===== src/rtl/gf_exp_ctrl.sv =====
// rtl/gf_exp_ctrl.sv - GF(2^M) exponentiation sequencer (left-to-right square-and-multiply)
//
// Computes c = a^e by driving an external registered GF(2^M) multiplier.
// Each step presents operands on mul_a_out/mul_b_out and captures mul_c_in
// MUL_LAT cycles later. Main use is field inversion (e = 2^M-2).
//
// Ports:
//   clk        rising-edge clock
//   rst        synchronous active-high reset
//   start      request, sampled only when idle
//   a_in       base operand, captured on start
//   e_in       exponent, captured on start
//   busy       high while an operation is in progress
//   done       one-cycle pulse, c_out valid from this cycle
//   c_out      result, held until the next done
//   zero_err   (GF_EXP_ZERO_ERR_EN only) inversion of zero requested
//   mul_a_out  multiplier operand A (registered)
//   mul_b_out  multiplier operand B (registered)
//   mul_c_in   multiplier product
//
// Build option: define GF_EXP_ZERO_ERR_EN to add the zero_err port and the
// fast-fail path for inverting zero.

module gf_exp_ctrl #(
    parameter int M       = 16,
    parameter int MUL_LAT = 1,
    parameter int CW      = 5
) (
    input  logic         clk,
    input  logic         rst,
    input  logic         start,
    input  logic [M-1:0] a_in,
    input  logic [M-1:0] e_in,
    output logic         busy,
    output logic         done,
    output logic [M-1:0] c_out,
`ifdef GF_EXP_ZERO_ERR_EN
    output logic         zero_err,
`endif
    output logic [M-1:0] mul_a_out,
    output logic [M-1:0] mul_b_out,
    input  logic [M-1:0] mul_c_in
);

    typedef enum logic [2:0] {
        S_IDLE    = 3'd0,
        S_SQ_ISS  = 3'd1,
        S_SQ_WAIT = 3'd2,
        S_ML_ISS  = 3'd3,
        S_ML_WAIT = 3'd4
    } state_t;

    state_t        state, state_nxt;

    logic [M-1:0]  a_reg;
    logic [M-1:0]  e_reg;
    logic [M-1:0]  r;
    logic [M-1:0]  r_nxt;
    logic [CW-1:0] idx;
    logic [CW-1:0] wait_cnt;

    logic          accept;
    logic          zero_hit;
    logic          in_iss;
    logic          in_wait;
    logic          cap;
    logic          e_bit;
    logic          go_mul;
    logic          last;

    // State register
    always_ff @(posedge clk) begin
        if (rst) begin
            state <= S_IDLE;
        end else begin
            state <= state_nxt;
        end
    end

    // Next-state logic
    always_comb begin
        state_nxt = state;
        case (state)
            S_IDLE: begin
                if (accept && !zero_hit) begin
                    state_nxt = S_SQ_ISS;
                end
            end
            S_SQ_ISS:  state_nxt = S_SQ_WAIT;
            S_ML_ISS:  state_nxt = S_ML_WAIT;
            S_SQ_WAIT,
            S_ML_WAIT: begin
                // The NEXT decision is folded into the capturing edge.
                if (cap) begin
                    if (go_mul) begin
                        state_nxt = S_ML_ISS;
                    end else if (last) begin
                        state_nxt = S_IDLE;
                    end else begin
                        state_nxt = S_SQ_ISS;
                    end
                end
            end
            default:   state_nxt = S_IDLE;
        endcase
    end

    // Output / strobe logic
    always_comb begin
        busy    = (state != S_IDLE);
        // done is still high in the first idle cycle; a start seen then is dropped.
        accept  = (state == S_IDLE) && start && !done;
        in_iss  = (state == S_SQ_ISS) || (state == S_ML_ISS);
        in_wait = (state == S_SQ_WAIT) || (state == S_ML_WAIT);
        cap     = in_wait && (wait_cnt == CW'(1));
        e_bit   = |(e_reg & ({{(M-1){1'b0}}, 1'b1} << idx));
        go_mul  = cap && (state == S_SQ_WAIT) && e_bit;
        last    = cap && !go_mul && (idx == '0);
`ifdef GF_EXP_ZERO_ERR_EN
        zero_hit = accept && (a_in == '0) && (e_in == {{(M-1){1'b1}}, 1'b0});
`else
        zero_hit = 1'b0;
`endif
        r_nxt = r;
        if (accept) begin
            r_nxt = {{(M-1){1'b0}}, 1'b1};
        end else if (cap) begin
            r_nxt = mul_c_in;
        end
    end

    // Datapath. Operand registers are loaded on the edge that enters an
    // ISS state, so the multiplier sees them for the whole ISS+WAIT window.
    always_ff @(posedge clk) begin
        if (rst) begin
            done      <= 1'b0;
            c_out     <= '0;
            mul_a_out <= '0;
            mul_b_out <= '0;
            a_reg     <= '0;
            e_reg     <= '0;
            r         <= '0;
            idx       <= '0;
            wait_cnt  <= '0;
`ifdef GF_EXP_ZERO_ERR_EN
            zero_err  <= 1'b0;
`endif
        end else begin
            done <= 1'b0;
            r    <= r_nxt;

            if (accept) begin
`ifdef GF_EXP_ZERO_ERR_EN
                zero_err <= zero_hit;
`endif
                if (zero_hit) begin
                    done  <= 1'b1;
                    c_out <= '0;
                end else begin
                    a_reg     <= a_in;
                    e_reg     <= e_in;
                    idx       <= CW'(M - 1);
                    mul_a_out <= r_nxt;
                    mul_b_out <= r_nxt;
                end
            end

            if (in_iss) begin
                wait_cnt <= CW'(MUL_LAT);
            end else if (in_wait) begin
                wait_cnt <= wait_cnt - CW'(1);
            end

            if (cap) begin
                if (go_mul) begin
                    mul_a_out <= r_nxt;
                    mul_b_out <= a_reg;
                end else if (last) begin
                    c_out <= r_nxt;
                    done  <= 1'b1;
                end else begin
                    idx       <= idx - CW'(1);
                    mul_a_out <= r_nxt;
                    mul_b_out <= r_nxt;
                end
            end
        end
    end

endmodule


===== config.mk =====
export PLATFORM = sky130hd
export DESIGN_NAME = gf_exp_ctrl
export DESIGN_NICKNAME = d
export VERILOG_FILES = /design/src/rtl/gf_exp_ctrl.sv
export SDC_FILE = /design/constraint.sdc
export NUM_CORES = 1
export LEC_CHECK = 0
export ABC_AREA = 1
export CORE_ASPECT_RATIO = 1.4
export CORE_MARGIN = 4
export CORE_UTILIZATION = 50
export CTS_CLUSTER_SIZE = 25
export DETAILED_ROUTE_END_ITERATION = 10
export MAX_ROUTING_LAYER = met4
export PLACE_DENSITY = 0.77
export SETUP_SLACK_MARGIN = 0.05
export SYNTH_ARGS = -nofsm -noshare
export SYNTH_HDL_FRONTEND = slang
export SYNTH_SLANG_ARGS = --single-unit

===== constraint.sdc =====
create_clock -name clk -period 2.7 [get_ports clk]
set_input_delay 0.54 -clock clk [delete_from_list [all_inputs] [get_ports clk]]
set_output_delay 0.54 -clock clk [all_outputs]
set_load 0.02 [all_outputs]

==> flow_results.xml, run 1 <==
<?xml version="1.0" encoding="UTF-8"?>
<metrics>
  <group name="layout">
    <metric name="final_cell_count_no_fill" unit="">994</metric>
    <metric name="areaGrowthSynthToFinish" unit="%">26.54</metric>
    <metric name="layout.cells.most_common" unit="">nor2_1</metric>
    <metric name="finish.net_count" unit="">909</metric>
    <metric name="drive_gt1_share" unit="%">5.958</metric>
    <metric name="n_antenna_cell" unit="">0</metric>
    <metric name="layout.cells.most_common_list" unit="">nor2_1 (160), nand2_1 (134), dfxtp_1 (110), clkdlybuf4s50_1 (99), inv_1 (81)</metric>
    <metric name="fillerInstances" unit="">953</metric>
  </group>
  <group name="critical_path">
    <metric name="critical-path-slowest-cell" unit="">dfxtp_1</metric>
    <metric name="path_cells" unit="">inv_1 &gt; ha_1 &gt; nand2_1 &gt; nor2_4 &gt; nand2_4 &gt; inv_4 &gt; buf_12 &gt; nor2_1 &gt; nor2_1 &gt; inv_1 &gt; nand2_1 &gt; nand2_1 &gt; a21oi_1</metric>
    <metric name="worstPathBufferInverterCount" unit="">4</metric>
    <metric name="worstSetupPathDepth" unit="">13</metric>
    <metric name="critPathLaunch" unit="">wait_cnt[1]</metric>
    <metric name="worst_r2r_startpoint" unit="">wait_cnt[1]</metric>
    <metric name="worst-r2r-setup-slack" unit="ns">0.37</metric>
    <metric name="worst_path_dominant_cell_family" unit="">simple AND/OR/NAND/NOR gates</metric>
    <metric name="worstSetupPathType" unit="">flip-flop to flip-flop</metric>
    <metric name="critPathMostFrequentCell" unit="">nand2_1</metric>
    <metric name="cp_max_fo" unit="">38</metric>
    <metric name="worst_ep_arrival_time" unit="ns">2.61</metric>
    <metric name="critical_path.reg2reg.endpoint" unit="">mul_b_out[11]</metric>
    <metric name="worst_setup_path_end_kind" unit="">flip-flop</metric>
    <metric name="worstPathRequired" unit="ns">2.98</metric>
    <metric name="timing.critical_path.from_type" unit="">flip-flop</metric>
    <metric name="worstRegToRegCells" unit="">13</metric>
    <metric name="worstSetupEndpoint" unit="">mul_b_out[11]</metric>
    <metric name="critical-path-max-stage-delay" unit="ns">0.31</metric>
  </group>
  <group name="sta">
    <metric name="timing.fmax" unit="MHz">429.7</metric>
    <metric name="report.final.slew_viol_count" unit="">0</metric>
    <metric name="hold-worst-slack" unit="ns">0.4562</metric>
    <metric name="max-slew-margin-rel" unit="%">58.72</metric>
    <metric name="setup_total_negative_slack" unit="ns">0</metric>
    <metric name="timing.final.ws_setup" unit="ns">0.3725</metric>
    <metric name="max_slew.worst_pin.slew" unit="ns">0.6186</metric>
    <metric name="final.setup_skew" unit="ns">0.006062</metric>
    <metric name="final.period_utilization" unit="%">86.20</metric>
    <metric name="setup_viol" unit="">0</metric>
    <metric name="minimum_period_implied_by_the_final_worst_setup_slack" unit="ns">2.327</metric>
    <metric name="report.final.hold_viol_count" unit="">0</metric>
    <metric name="grt_setup_unrepaired" unit="">false</metric>
  </group>
  <group name="power_and_ir_drop">
    <metric name="share_seq_of_total_power" unit="%">46.1</metric>
    <metric name="leakagePower" unit="nW">2.676</metric>
    <metric name="combinationalPowerShare" unit="%">17.4</metric>
    <metric name="netSwitchingFraction" unit="%">27.08</metric>
    <metric name="internal_power" unit="mW">2.815</metric>
    <metric name="powerDensity" unit="nW/um^2">579.4</metric>
    <metric name="power.net_switching" unit="mW">1.045</metric>
    <metric name="power.total" unit="mW">3.861</metric>
    <metric name="max-vdd-ir-drop" unit="uV">320.2</metric>
    <metric name="power.share.clock" unit="%">36.6</metric>
  </group>
  <group name="clock_tree">
    <metric name="numCtsBuffers" unit="">9</metric>
    <metric name="post_cts_hold_buffer_count" unit="">0</metric>
    <metric name="cts_repair_resize_count" unit="">0</metric>
    <metric name="total_number_of_clock_tree_sinks" unit="">110</metric>
    <metric name="ctsLongestPathBuffers" unit="">2</metric>
    <metric name="cts_tree" unit="">yes</metric>
    <metric name="clock_root_buffer" unit="">clkbuf_16</metric>
    <metric name="cts.htree.levels" unit="">3</metric>
    <metric name="insertion_delay" unit="ns">0.35</metric>
    <metric name="post_cts_setup_buffer_count" unit="">0</metric>
    <metric name="cts.reportedPaths.clkPinSlew" unit="ns">0.07</metric>
  </group>
  <group name="grt">
    <metric name="antenna_found_initial" unit="">0</metric>
    <metric name="grt_pass1_wl" unit="mm">22.66</metric>
    <metric name="grt_pass1_vias" unit="">4918</metric>
    <metric name="grt_max_degree" unit="">46</metric>
    <metric name="gr-usage-all-layers" unit="%">23.96</metric>
    <metric name="gr-total-overflow" unit="">0</metric>
  </group>
  <group name="routing">
    <metric name="post-route-drc-count" unit="">0</metric>
    <metric name="drt_pre_antenna_iters" unit="">5</metric>
    <metric name="drtIter0Drc" unit="">316</metric>
    <metric name="routed_wire_length_per_instance" unit="um">13.96</metric>
    <metric name="via_per_inst" unit="">5.216</metric>
    <metric name="wirelength" unit="mm">13.88</metric>
    <metric name="total_vias_in_the_final_route" unit="">5185</metric>
    <metric name="ant_nets" unit="">0</metric>
  </group>
  <group name="synth">
    <metric name="synth-xor-area-share" unit="%">0.8317</metric>
    <metric name="yosys-mux-area-fraction" unit="%">0</metric>
    <metric name="synth.top_cells.by_area" unit="">dfxtp_1 (42%), nor2_1 (11%), nand2_1 (9.6%)</metric>
    <metric name="synthAdderAreaFrac" unit="%">1.663</metric>
    <metric name="netlist.top_cell.by_area" unit="">dfxtp_1</metric>
    <metric name="synth_compound_area_share" unit="%">14.47</metric>
    <metric name="synth_area_per_cell" unit="um^2">6.820</metric>
    <metric name="cell_area_synth" unit="um^2">5265</metric>
    <metric name="synth.lib_cells_used.distinct" unit="">33</metric>
    <metric name="combinational_family_with_the_most_area_after_synthesis" unit="">simple AND/OR/NAND/NOR gates</metric>
    <metric name="ys_seq_area_share" unit="%">41.83</metric>
    <metric name="synth.net_count" unit="">830</metric>
    <metric name="netlist_instances" unit="">772</metric>
    <metric name="synth_simple_gate_area_share" unit="%">30.16</metric>
    <metric name="ys_ff_latch" unit="">110</metric>
    <metric name="synth_largest_type_area_fraction" unit="%">41.83</metric>
    <metric name="yosysWarningCount" unit="">0</metric>
  </group>
  <group name="place">
    <metric name="placement.io_buffers" unit="">100</metric>
    <metric name="detailedPlacementHpwl" unit="mm">9.902</metric>
    <metric name="pre_cts_slack" unit="ns">0.3874</metric>
    <metric name="final_weighted_congestion_in_routability_driven_placement" unit="">0.8468</metric>
    <metric name="place.detailed.instances" unit="">978</metric>
  </group>
  <group name="floorplan">
    <metric name="floorplan.die_area" unit="um^2">12260</metric>
    <metric name="ios" unit="">101</metric>
    <metric name="horizontal_extent_of_the_die" unit="um">94.73</metric>
    <metric name="floorplan.rows" unit="">44</metric>
    <metric name="coreArea" unit="um^2">10350</metric>
    <metric name="floorplan.initialDensity" unit="%">50.87</metric>
    <metric name="dieHeight" unit="um">129.4</metric>
  </group>
  <group name="worst_hold_path">
    <metric name="worstHoldPathType" unit="">flip-flop to flip-flop</metric>
    <metric name="whs_path_depth" unit="">2</metric>
  </group>
  <group name="run_status">
    <metric name="outcome" unit="">finished clean</metric>
  </group>
  <group name="job">
    <metric name="drv_cap" unit="">0</metric>
  </group>
</metrics>
-- metal layers --
metal	vias up	part of all wire (%)	track usage, %
li1	2607	-	-
met1	2364	40	26.99
met2	188	51	41.86
met3	26	6.5	3.659
met5	-	0	-
met4	0	2.8	10.03
-- worst register-to-register path: cells and delay by family (launching register included) --
kind / cells / cell delay (ns)
and+or+nand+nor: 7 / 1.00
adders and majority gates: 1 / 0.15
DFF: 1 / 0.31
buffers and inverters: 4 / 0.71
AOI/OAI and AO/OA: 1 / 0.10
-- how the worst min path moves through the flow --
stage,start,to,slack [ns]
global route,a_reg[11],a_reg[11],0.48
CTS,a_reg[12],a_reg[12],0.46
floorplan,a_reg[0],a_reg[0],0.43
finish,a_reg[1],a_reg[1],0.46
global placement,a_reg[11],a_reg[11],0.44
detailed placement,a_reg[12],a_reg[12],0.44
-- per-stage QoR --
step / utilization, % / cell area, um^2
floorplan: - / 5265
global placement: 61.32 / 6346
detailed placement: 61.32 / 6346
CTS: 64.37 / 6663
global route: 64.37 / 6663
finish: 64.37 / 6663
-- area by class of cell --
class | count | area (um^2) | area share (%)
multi-input cells | 524 | 2481 | 37.24
flip-flops and latches | 110 | 2202 | 33.05
repair buffers | 115 | 1146 | 17.20
inverters | 91 | 344.1 | 5.164
clock buffers | 12 | 246.5 | 3.700
well taps | 138 | 172.7 | 2.592
clock inverters | 4 | 70.07 | 1.052
-- cells by family (layout without fill, tap and decap cells) --
family,count (synthesis),after routing
buf+inv,138,222
compound gates,140,140
simple gates,372,372
xor+xnor,5,5
flops,110,110
fa+ha+maj,7,7
-- synth_stat cells, drive strengths merged --
master,instances
nor2,162
a22oi,1
o31ai,12
nand3,37
o21ai,62
o21a,10
dfxtp,110
nand2,138
clkbuf,22
xnor2,1
or2,1
xor2,4
ha,7
nor3,8
inv,91
o22ai,1
a21oi,53
buf,25
nand4,17
nand3b,8
and3,1
a211oi,1
-- power groups by stage --
stage | logic, mW | registers [mW] | clock network (mW)
after detailed placement | 0.667 | 1.82 | 0
final | 0.670 | 1.78 | 1.41
after global placement | 0.650 | 1.81 | 0
after CTS | 0.672 | 1.78 | 1.43
after global routing | 0.749 | 1.79 | 1.50
after floorplan | 0.437 | 1.81 | 0
Power figures use the tool's default switching activity.
==> run 2, diff against run 1 <==
Settings changed: DONT_BUFFER_PORTS set to 1, PLACE_DENSITY 0.77 to not set.
==> run 2 against run 1 <==
  * Clock power fell by 9%
  * Die area unchanged
  * Combinational power down 20%
  * Final area down 16%
  * Via count decreased by 9.3%
  * Critical path depth down 1
  * Setup slack got worse by 0.0030 ns
  * Count of clock-buffer cells in the layout down 3
  * Largest cell class unchanged
  * Wire length decreased by 2.3%
  * Worst hold slack worse by 0.21 ns
  * Flip-flop and latch count is the same
==> flow_results.xml, run 2 (synthesized netlist as in run 1, its figures left out) <==
<?xml version="1.0" encoding="UTF-8"?>
<metrics>
  <group name="run_status">
    <metric name="outcome" unit="">finished clean</metric>
  </group>
  <group name="clock_tree">
    <metric name="post_cts_setup_buffer_count" unit="">0</metric>
    <metric name="clock_root_buffer" unit="">clkbuf_16</metric>
    <metric name="post_cts_hold_buffer_count" unit="">0</metric>
    <metric name="cts_tree" unit="">yes</metric>
    <metric name="ctsLongestPathBuffers" unit="">2</metric>
    <metric name="cts_repair_resize_count" unit="">0</metric>
    <metric name="numCtsBuffers" unit="">9</metric>
    <metric name="cts.htree.levels" unit="">3</metric>
    <metric name="insertion_delay" unit="ns">0.35</metric>
    <metric name="total_number_of_clock_tree_sinks" unit="">110</metric>
    <metric name="cts.reportedPaths.clkPinSlew" unit="ns">0.08</metric>
  </group>
  <group name="routing">
    <metric name="drtIter0Drc" unit="">319</metric>
    <metric name="routed_wire_length_per_instance" unit="um">15.23</metric>
    <metric name="via_per_inst" unit="">5.277</metric>
    <metric name="wirelength" unit="mm">13.57</metric>
    <metric name="ant_nets" unit="">0</metric>
    <metric name="post-route-drc-count" unit="">0</metric>
    <metric name="drt_pre_antenna_iters" unit="">5</metric>
    <metric name="total_vias_in_the_final_route" unit="">4702</metric>
  </group>
  <group name="place">
    <metric name="placement.io_buffers" unit="">0</metric>
    <metric name="detailedPlacementHpwl" unit="mm">9.552</metric>
    <metric name="final_weighted_congestion_in_routability_driven_placement" unit="">0.8513</metric>
  </group>
  <group name="job">
    <metric name="drv_cap" unit="">0</metric>
  </group>
  <group name="power_and_ir_drop">
    <metric name="share_seq_of_total_power" unit="%">49.6</metric>
    <metric name="power.share.clock" unit="%">35.6</metric>
    <metric name="internal_power" unit="mW">2.533</metric>
    <metric name="netSwitchingFraction" unit="%">30.15</metric>
    <metric name="max-vdd-ir-drop" unit="uV">339.5</metric>
    <metric name="combinationalPowerShare" unit="%">14.7</metric>
    <metric name="powerDensity" unit="nW/um^2">647.9</metric>
    <metric name="leakagePower" unit="nW">2.275</metric>
    <metric name="power.net_switching" unit="mW">1.093</metric>
  </group>
  <group name="layout">
    <metric name="layout.cells.most_common_list" unit="">nor2_1 (160), nand2_1 (134), dfxtp_1 (110), inv_1 (81), o21ai_0 (61)</metric>
    <metric name="finish.net_count" unit="">806</metric>
    <metric name="areaGrowthSynthToFinish" unit="%">6.321</metric>
    <metric name="n_antenna_cell" unit="">0</metric>
    <metric name="layout.cells.most_common" unit="">nor2_1</metric>
    <metric name="finalCoreUtilization" unit="%">54.09</metric>
    <metric name="drive_gt1_share" unit="%">6.507</metric>
  </group>
  <group name="sta">
    <metric name="grt_setup_unrepaired" unit="">false</metric>
    <metric name="timing.fmax" unit="MHz">429.1</metric>
    <metric name="setup_viol" unit="">0</metric>
    <metric name="final.period_utilization" unit="%">86.31</metric>
    <metric name="max-slew-margin-rel" unit="%">63.67</metric>
    <metric name="setup_total_negative_slack" unit="ns">0</metric>
    <metric name="final.setup_skew" unit="ns">0.009041</metric>
    <metric name="max_slew.worst_pin.slew" unit="ns">0.5450</metric>
    <metric name="minimum_period_implied_by_the_final_worst_setup_slack" unit="ns">2.330</metric>
    <metric name="report.final.hold_viol_count" unit="">0</metric>
    <metric name="report.final.slew_viol_count" unit="">0</metric>
  </group>
  <group name="floorplan">
    <metric name="floorplan.initialDensity" unit="%">50.87</metric>
    <metric name="floorplan.rows" unit="">44</metric>
    <metric name="horizontal_extent_of_the_die" unit="um">94.73</metric>
    <metric name="dieHeight" unit="um">129.4</metric>
    <metric name="floorplan.die_area" unit="um^2">12260</metric>
    <metric name="coreArea" unit="um^2">10350</metric>
    <metric name="ios" unit="">101</metric>
  </group>
  <group name="critical_path">
    <metric name="worstPathRequired" unit="ns">2.97</metric>
    <metric name="worstSetupPathType" unit="">flip-flop to flip-flop</metric>
    <metric name="worst_ep_arrival_time" unit="ns">2.60</metric>
    <metric name="worst_setup_path_end_kind" unit="">flip-flop</metric>
    <metric name="worst-r2r-setup-slack" unit="ns">0.37</metric>
    <metric name="cp_max_fo" unit="">40</metric>
    <metric name="timing.critical_path.from_type" unit="">flip-flop</metric>
  </group>
  <group name="grt">
    <metric name="gr-total-overflow" unit="">0</metric>
    <metric name="antenna_found_initial" unit="">0</metric>
    <metric name="grt_max_degree" unit="">69</metric>
    <metric name="grt_pass1_wl" unit="mm">21.31</metric>
    <metric name="grt_pass1_vias" unit="">4324</metric>
    <metric name="gr-usage-all-layers" unit="%">23.08</metric>
  </group>
  <group name="worst_hold_path">
    <metric name="worstHoldPathType" unit="">primary input to flip-flop</metric>
  </group>
</metrics>
-- run 2: changes by cell type in the layout (fill, tap and decap cells not counted), moves of 2 or more --
| cell | previous run | this run |
|---|---|---|
| clkdlybuf4s50_1 | 99 | 0 |
| clkinv_4 | 0 | 4 |
| buf_12 | 3 | 1 |
| buf_4 | 12 | 10 |
| bufinv_16 | 2 | 0 |
| clkbuf_1 | 2 | 0 |
| clkinv_2 | 2 | 0 |
| inv_8 | 0 | 2 |
-- run 2: worst max-delay path, stage by stage, from the launching register on --
cell     delay, ns
dfxtp_1       0.39
inv_1         0.12
ha_1          0.29
nand3_1       0.11
nand2_1       0.05
nor2_1        0.10
nand3_1       0.12
nand3_4       0.14
buf_6         0.29
nand3_1       0.28
inv_2         0.16
nand2_1       0.06
a21oi_1       0.14
-- run 2: cell type report --
cell class | instances | area [um^2]
multi-input combinational | 524 | 2481
clock buffer | 9 | 225.2
timing repair buffer | 12 | 106.4
fill | 1092 | 4752
clock inverter | 7 | 66.31
sequential | 110 | 2202
inverter | 91 | 344.1
tap | 138 | 172.7
-- run 2: final timing paths --
check | end | cells past startpoint | startpoint
min | c_out[9] | 1 | rst
min reg2reg | a_reg[1] | 2 | a_reg[1]
max reg2reg | idx[4] | 12 | idx[0]
max | idx[4] | 12 | idx[0]
-- run 2: metrics by stage --
| stage | power, mW | area, um^2 | setup slack (ns) | cells | hold slack (ns) |
|---|---|---|---|---|---|
| 2_1_floorplan | 2.247 | 5265 | 0.8693 | 772 | 0.4300 |
| 3_3_place_gp | 2.359 | 5303 | 0.3497 | 875 | 0.4453 |
| 3_5_place_dp | 2.374 | 5303 | 0.2620 | 875 | 0.4492 |
| 4_1_cts | 3.658 | 5594 | 0.2346 | 891 | 0.2356 |
| 5_1_grt | 3.818 | 5598 | 0.1055 | 891 | 0.2234 |
| 6_report | 3.627 | 5598 | 0.3696 | 891 | 0.2436 |
-- run 2: power by group through the flow --
stage / combinational (mW) / clock (mW) / sequential, mW
after global routing: 0.608 / 1.40 / 1.81
after detailed placement: 0.535 / 0 / 1.84
after global placement: 0.524 / 0 / 1.83
after floorplan: 0.437 / 0 / 1.81
final: 0.534 / 1.29 / 1.80
after CTS: 0.537 / 1.32 / 1.80
-- run 2: metal layers --
| layer | vias to the layer above | GRT usage [%] | routed length [um] |
|---|---|---|---|
| met4 | 0 | 11.05 | 424 |
| met5 | - | - | 0 |
| met3 | 29 | 4.820 | 826 |
| met1 | 2150 | 25.42 | 5357 |
| met2 | 120 | 39.33 | 6958 |
| li1 | 2403 | - | - |
